--- src/rtl/pwm_mode_ctrl.sv ---
// Multi-channel PWM pattern controller: prescaler, R-bit PWM counter, pattern engine
// (linear / breathe / rainbow / servo) and registered per-channel comparators.
module pwm_mode_ctrl #(
    parameter int          CH          = 3,
    parameter int          R           = 8,
    parameter int unsigned DVSR        = 4882,
    parameter int unsigned STEP_THRESH = 2_500_000,
    parameter int          NSW         = 4
) (
    input  logic           clk,
    input  logic           rst_n,
    input  logic [NSW-1:0] sw,
    output logic [CH-1:0]  led,
    output logic           servo_out,
    output logic [2:0]     active_mode,
    output logic           period_start
);

    localparam logic [2:0] MODE_OFF = 3'd0;
    localparam logic [2:0] MODE_LIN = 3'd1;
    localparam logic [2:0] MODE_BRE = 3'd2;
    localparam logic [2:0] MODE_RBW = 3'd3;
    localparam logic [2:0] MODE_SRV = 3'd4;

    localparam logic DIR_UP = 1'b0;
    localparam logic DIR_DN = 1'b1;

    localparam logic [R-1:0] MAX       = {R{1'b1}};
    localparam logic [R-1:0] ONE       = R'(1);
    localparam logic [31:0]  DV_LAST   = (DVSR == 0) ? 32'd0 : 32'(DVSR - 1);
    localparam logic [31:0]  STEP_LAST = 32'(STEP_THRESH - 1);

    // only the low four switches select a mode
    logic [3:0] sw_meta_q, sw_sync_q;

    if (NSW > 4) begin : g_sw_hi
        logic unused_sw_hi;
        assign unused_sw_hi = ^sw[NSW-1:4];
    end

    logic [31:0]  pre_q, pre_d;
    logic [R-1:0] cnt_q, cnt_d;
    logic [31:0]  step_cnt_q, step_cnt_d;
    logic [2:0]   mode_q, mode_d;
    logic [R-1:0] level_q, level_d;
    logic         dir_q, dir_d;
    logic [1:0]   seg_q, seg_d;
    logic [R-1:0] shadow_q [CH];
    logic [R-1:0] shadow_d [CH];
    logic [R-1:0] shadow_srv_q, shadow_srv_d;
    logic [R-1:0] duty_q [CH];
    logic [R-1:0] duty_d [CH];
    logic [R-1:0] duty_srv_q, duty_srv_d;
    logic [CH-1:0] led_q, led_d;
    logic         servo_q, servo_d;

    logic         tick;
    logic         step;
    logic         mode_change;
    logic [2:0]   req_mode;
    logic         led_en;

    logic [R-1:0] tri_level;
    logic         tri_dir;
    logic         rb_wrap;
    logic [R-1:0] rb_pos;
    logic [1:0]   rb_seg;
    logic [1:0]   rb_rise;

    assign tick         = (pre_q == DV_LAST);
    assign period_start = tick && (cnt_q == MAX);
    assign step         = (step_cnt_q == STEP_LAST);
    assign mode_change  = period_start && (req_mode != mode_q);

    always_comb begin
        if (sw_sync_q[0])      req_mode = MODE_LIN;
        else if (sw_sync_q[1]) req_mode = MODE_BRE;
        else if (sw_sync_q[2]) req_mode = MODE_RBW;
        else if (sw_sync_q[3]) req_mode = MODE_SRV;
        else                   req_mode = MODE_OFF;
    end

    // a mode change also restarts the step timer, swallowing a coincident step
    always_comb begin
        pre_d      = tick ? 32'd0 : pre_q + 32'd1;
        cnt_d      = tick ? cnt_q + ONE : cnt_q;
        step_cnt_d = (mode_change || step) ? 32'd0 : step_cnt_q + 32'd1;
        mode_d     = mode_change ? req_mode : mode_q;
    end

    // triangle: bounce off both ends without repeating the end value
    always_comb begin
        tri_level = level_q;
        tri_dir   = dir_q;
        if (dir_q == DIR_UP) begin
            if (level_q == MAX) begin
                tri_level = MAX - ONE;
                tri_dir   = DIR_DN;
            end else begin
                tri_level = level_q + ONE;
            end
        end else begin
            if (level_q == '0) begin
                tri_level = ONE;
                tri_dir   = DIR_UP;
            end else begin
                tri_level = level_q - ONE;
            end
        end
    end

    always_comb begin
        rb_wrap = (level_q == MAX);
        rb_pos  = rb_wrap ? '0 : level_q + ONE;
        if (rb_wrap) rb_seg = (seg_q == 2'd2) ? 2'd0 : seg_q + 2'd1;
        else         rb_seg = seg_q;
        rb_rise = (rb_seg == 2'd2) ? 2'd0 : rb_seg + 2'd1;
    end

    always_comb begin
        level_d      = level_q;
        dir_d        = dir_q;
        seg_d        = seg_q;
        shadow_srv_d = shadow_srv_q;
        for (int c = 0; c < CH; c++) shadow_d[c] = shadow_q[c];
        if (mode_change) begin
            level_d      = '0;
            dir_d        = DIR_UP;
            seg_d        = 2'd0;
            shadow_srv_d = '0;
            for (int c = 0; c < CH; c++) shadow_d[c] = '0;
        end else if (step) begin
            case (mode_q)
                MODE_LIN: begin
                    level_d     = level_q + ONE;
                    shadow_d[0] = level_q + ONE;
                end
                MODE_BRE: begin
                    level_d        = tri_level;
                    dir_d          = tri_dir;
                    shadow_d[CH-1] = tri_level;
                end
                MODE_SRV: begin
                    level_d      = tri_level;
                    dir_d        = tri_dir;
                    shadow_srv_d = tri_level;
                end
                MODE_RBW: begin
                    level_d = rb_pos;
                    seg_d   = rb_seg;
                    for (int c = 0; c < CH; c++) begin
                        if (c == int'(rb_seg))       shadow_d[c] = MAX - rb_pos;
                        else if (c == int'(rb_rise)) shadow_d[c] = rb_pos;
                        else                         shadow_d[c] = '0;
                    end
                end
                default: begin
                end
            endcase
        end
    end

    // duties change only at the wrap; a new mode starts from dark outputs
    always_comb begin
        duty_srv_d = duty_srv_q;
        for (int c = 0; c < CH; c++) duty_d[c] = duty_q[c];
        if (period_start) begin
            duty_srv_d = mode_change ? '0 : shadow_srv_q;
            for (int c = 0; c < CH; c++) duty_d[c] = mode_change ? '0 : shadow_q[c];
        end
    end

    assign led_en = (mode_q != MODE_OFF) && (mode_q != MODE_SRV);

    genvar gi;
    for (gi = 0; gi < CH; gi++) begin : g_cmp
        assign led_d[gi] = led_en && (cnt_q < duty_q[gi]);
    end

    assign servo_d = (mode_q == MODE_SRV) && (cnt_q < duty_srv_q);

    always_ff @(posedge clk or negedge rst_n) begin
        if (!rst_n) begin
            sw_meta_q    <= '0;
            sw_sync_q    <= '0;
            pre_q        <= '0;
            cnt_q        <= '0;
            step_cnt_q   <= '0;
            mode_q       <= MODE_OFF;
            level_q      <= '0;
            dir_q        <= DIR_UP;
            seg_q        <= 2'd0;
            shadow_srv_q <= '0;
            duty_srv_q   <= '0;
            led_q        <= '0;
            servo_q      <= 1'b0;
            for (int c = 0; c < CH; c++) begin
                shadow_q[c] <= '0;
                duty_q[c]   <= '0;
            end
        end else begin
            sw_meta_q    <= sw[3:0];
            sw_sync_q    <= sw_meta_q;
            pre_q        <= pre_d;
            cnt_q        <= cnt_d;
            step_cnt_q   <= step_cnt_d;
            mode_q       <= mode_d;
            level_q      <= level_d;
            dir_q        <= dir_d;
            seg_q        <= seg_d;
            shadow_srv_q <= shadow_srv_d;
            duty_srv_q   <= duty_srv_d;
            led_q        <= led_d;
            servo_q      <= servo_d;
            for (int c = 0; c < CH; c++) begin
                shadow_q[c] <= shadow_d[c];
                duty_q[c]   <= duty_d[c];
            end
        end
    end

    assign led         = led_q;
    assign servo_out   = servo_q;
    assign active_mode = mode_q;

endmodule
--- config.mk ---
export PLATFORM = sky130hd
export DESIGN_NAME = pwm_mode_ctrl
export DESIGN_NICKNAME = d
export VERILOG_FILES = /design/src/rtl/pwm_mode_ctrl.sv
export SDC_FILE = /design/constraint.sdc
export NUM_CORES = 1
export LEC_CHECK = 0
export BUFFER_PORTS_ARGS = -buffer_cell sky130_fd_sc_hd__buf_2
export CAP_MARGIN = 20
export CORE_MARGIN = 8
export CORE_UTILIZATION = 50
export DETAILED_ROUTE_END_ITERATION = 16
export GPL_TIMING_DRIVEN = 0
export HOLD_SLACK_MARGIN = 0.1
export PLACE_DENSITY = 0.66
export SYNTH_ARGS = -nofsm -noshare
export SYNTH_HDL_FRONTEND = slang
export SYNTH_SLANG_ARGS = --single-unit
export TNS_END_PERCENT = 5
--- constraint.sdc ---
create_clock -name clk -period 4.35 [get_ports clk]
set_clock_uncertainty 0.1 [all_clocks]
set_input_delay 0.435 -clock clk [delete_from_list [all_inputs] [get_ports clk]]
set_output_delay 0.435 -clock clk [all_outputs]
set_load 0.02 [all_outputs]
==> summary.txt <==
Clock tree
  • Clk_lat worst skew: ~0.43 ns
  • CTS Buffer Depth: 2
  • Inserted Clock Buffers: 17
  • Clock transition at path regs: 0.06 ns
  • Clock sinks: ~160
  • CTS tree: done
  • Root Driver: clkbuf_16
  • Htree depth: 4

Layout
  • Nets: approximately 1000
  • Layout cells sized above 1: 0.08008
  • ANT cells: 0
  • # fillers: ~1500
  • Fin util: 0.5730
  • Multi-input gate area: about 4400 µm²
  • Final Instance Count excl. Fillers: about 1200
  • Layout area overhead: 12.23%
  • Post-Layout Inst Area: ~9900 µm²
  • Sequential Area: slightly above 4000 µm²

STA
  • Final Critical Period: around 3.7 ns
  • Maximum clock rate: ~0.27 GHz
  • Final period util: 0.8447
  • Final setup fails: 0
  • RSZ-0062 raised after global routing: false
  • Final-report max-slew violation count: 0
  • Setup TNS: 0 ns
  • Final Hold Vio Count: 0
  • Hold slack: around 0.25 ns
  • Worst Max-Slew Pin Slew: 1.028 ns
  • Slew headroom: 0.3084

Synth
  • Syn nets: about 990
  • Synth top cells by count: 162 x dfrtp_1, 108 x nand2_1, 108 x nor2_1
  • Yosys cell types: 68
  • Most used DFF post-synth: dfrtp_1
  • Cell with the most instances after synthesis: dfrtp_1
  • Mean post-synth cell area: 9.282 µm²
  • Yosys reg bits: approximately 160
  • Top post-synthesis cells by area: dfrtp_1 46%, ha_1 5.0%, nand2_1 4.6%
  • EDFF count, synth: 0
  • Netlist Area Pre-Place: between 8000 and 9000 µm²
  • Yosys Warn Count: 0
  • Post-synthesis sequential area ratio: 0.4607
  • Post-Syn Instances: 948
  • Async set-reset flop share out of synthesis: 1.000
  • Top-area cell type share of the netlist area: 0.4607
  • Largest area contributor in the netlist: dfrtp_1

Floorplanning
  • Die area: 22100 µm²
  • Effective utilization at floorplan: 0.5105
  • Row count: between 40 and 50
  • DIE HEIGHT: 148.7 µm
  • Io pins: 14
  • Die Width: about 150 µm
  • Core Box Area: around 17000 µm²

Power
  • VDD IR max: around 0.00026 V
  • Switching part of the total: 0.2205
  • Leak pwr: 4.362 nW
  • Seq pwr share: 0.471
  • P_sw: just over 700 µW
  • Internal power: around 2.5 mW
  • Comb power frac: 0.013
  • Clock share of power: 0.515
  • Pwr dens: 324.7 nW/µm²

Route
  • Avg Vias per Cell: ~5.7
  • Antenna-violating nets left: 0
  • DRT iter0 DRCs: ~460
  • Via count: about 6900
  • Wirelength, routed: ~21000 µm
  • DR DRC count: 0
  • Drt wl/cell: around 18 µm
  • First-pass DRT Iterations: 7

Placement
  • Placed instance area: 9184 µm²
  • Buffers on Ports: 13
  • Post-DP HPWL: roughly 15000 µm
  • Placed cells: between 1000 and 1500
  • GPL Wtd Cong: roughly 0.9

Run
  • Max-Cap Viols: 0

Worst setup path
  • Worst EP arrival: approximately 3.1 ns
  • Slowest stage delay, CP: ~0.55 ns
  • CP Max Fanout: 10
  • CP Cell Sequence: inv_1, ha_1, nor4b_1, nand4_1, or4_1, clkbuf_1, inv_1, clkbuf_1, buf_2
  • Crit path kind: flip-flop to output pin
  • Crit. End Element: output pin
  • Crit-path slowest cell: or4_1
  • WP data required: between 3 and 4 ns
  • Startpoint Class: flip-flop

Global route
  • Grt total ovfl: 0
  • First-pass GRT wire length: around 36000 µm
  • Largest net degree at the start of global routing: 95
  • Initial antenna violation count: 0
  • Vias in the first global route: about 6700
  • Overall routing resource usage: 0.2037

Worst hold path
  • HP Class: flip-flop to flip-flop

Outcome
  • Outcome: finished clean
## routing by layer
layer / vias to the layer above / share of wire / GRT usage
li1: 3402 / - / -
met1: 3313 / 0.49 / 0.2901
met2: 191 / 0.44 / 0.2980
met3: 29 / 0.055 / 0.04467
met4: 0 / 0.018 / 0.07190
met5: - / 0 / 0
## layout make-up
class	instances	share of cell area
plain buffers	44	0.01913
multi-input cells	700	0.4455
well taps	225	0.02851
flip-flops and latches	162	0.4105
clock inverters	15	0.02192
repair buffers	19	0.01546
clock buffers	17	0.04308
inverters	42	0.01596
## stage by stage
step / worst slack (ns) / power [mW]
6_report: 0.6754 / 3.207
5_1_grt: 0.4867 / 3.305
4_1_cts: 0.6416 / 3.238
3_5_place_dp: 1.114 / 1.582
3_3_place_gp: 0.1759 / 1.578
2_1_floorplan: 1.838 / 1.544
## cell usage in the layout (no fill, tap or decap), types with 9 or more instances in the layout
| cell | synthesis | routed |
|---|---|---|
| a211oi_1 | 16 | 16 |
| a21o_1 | 9 | 9 |
| a21oi_1 | 40 | 40 |
| and3_1 | 14 | 14 |
| buf_2 | 10 | 22 |
| clkbuf_1 | 32 | 32 |
| clkbuf_16 | 0 | 17 |
| dfrtp_1 | 162 | 162 |
| ha_1 | 35 | 35 |
| inv_1 | 42 | 42 |
| mux2i_1 | 18 | 18 |
| nand2_1 | 108 | 108 |
| nand2b_1 | 11 | 11 |
| nand3_1 | 35 | 35 |
| nand4_1 | 25 | 25 |
| nor2_1 | 108 | 108 |
| nor3_1 | 21 | 21 |
| nor4_1 | 12 | 12 |
| o21ai_0 | 59 | 59 |
| o22ai_1 | 9 | 9 |
| xnor2_1 | 45 | 45 |
| xor2_1 | 35 | 35 |
## cell families after synthesis
kind of cell	share of synthesized area
AO/OA/AOI/OAI	0.1246
XOR/XNOR	0.07962
adder cells (fa/ha/maj)	0.04977
buffers and inverters	0.03939
flip-flops	0.4607
multiplexers	0.02431
AND/OR/NAND/NOR	0.2217
## registers in the layout (all words and copies together), names as in the netlist, 4 cells and up
signal	cells
cnt_q	8
duty_q	24
duty_srv_q	8
level_q	8
pre_q	32
shadow_q	24
shadow_srv_q	8
step_cnt_q	32
sw_meta_q	4
sw_sync_q	4
## power by group through the flow
stage,combinational (mW),sequential [mW],clock [mW]
floorplan,0.00394,1.54,0
global placement,0.0380,1.54,0
detailed placement,0.0421,1.54,0
CTS,0.0456,1.51,1.68
global route,0.0504,1.51,1.74
finish,0.0426,1.51,1.65
## timing repair
action	CTS	global route
buffers inserted	0	0
resized for setup	0	0
hold buffers	5	0
endpoints found under the hold margin	97	0
## critical path, delay by kind of cell (launching register included)
kind / cells / cell delay [ns]
buffers and inverters: 5 / 1.10
and+or+nand+nor: 3 / 1.07
DFF: 1 / 0.40
adders and majority gates: 1 / 0.14
## worst paths after layout
check / cells past startpoint / slack (ns) / startpoint / endpoint
setup reg to reg: 8 / 0.97 / level_q[1] / level_q[5]
setup / recovery: 9 / 0.68 / pre_q[1] / period_start
hold / removal: 0 / 0.25 / sw_meta_q[2] / sw_sync_q[2]
hold reg to reg: 0 / 0.25 / sw_meta_q[2] / sw_sync_q[2]
min in group asynchronous: 2 / 0.50 / rst_n / step_cnt_q[23]
max in group asynchronous: 3 / 2.88 / rst_n / cnt_q[0]
No activity file was read; power rests on OpenSTA's default activity.
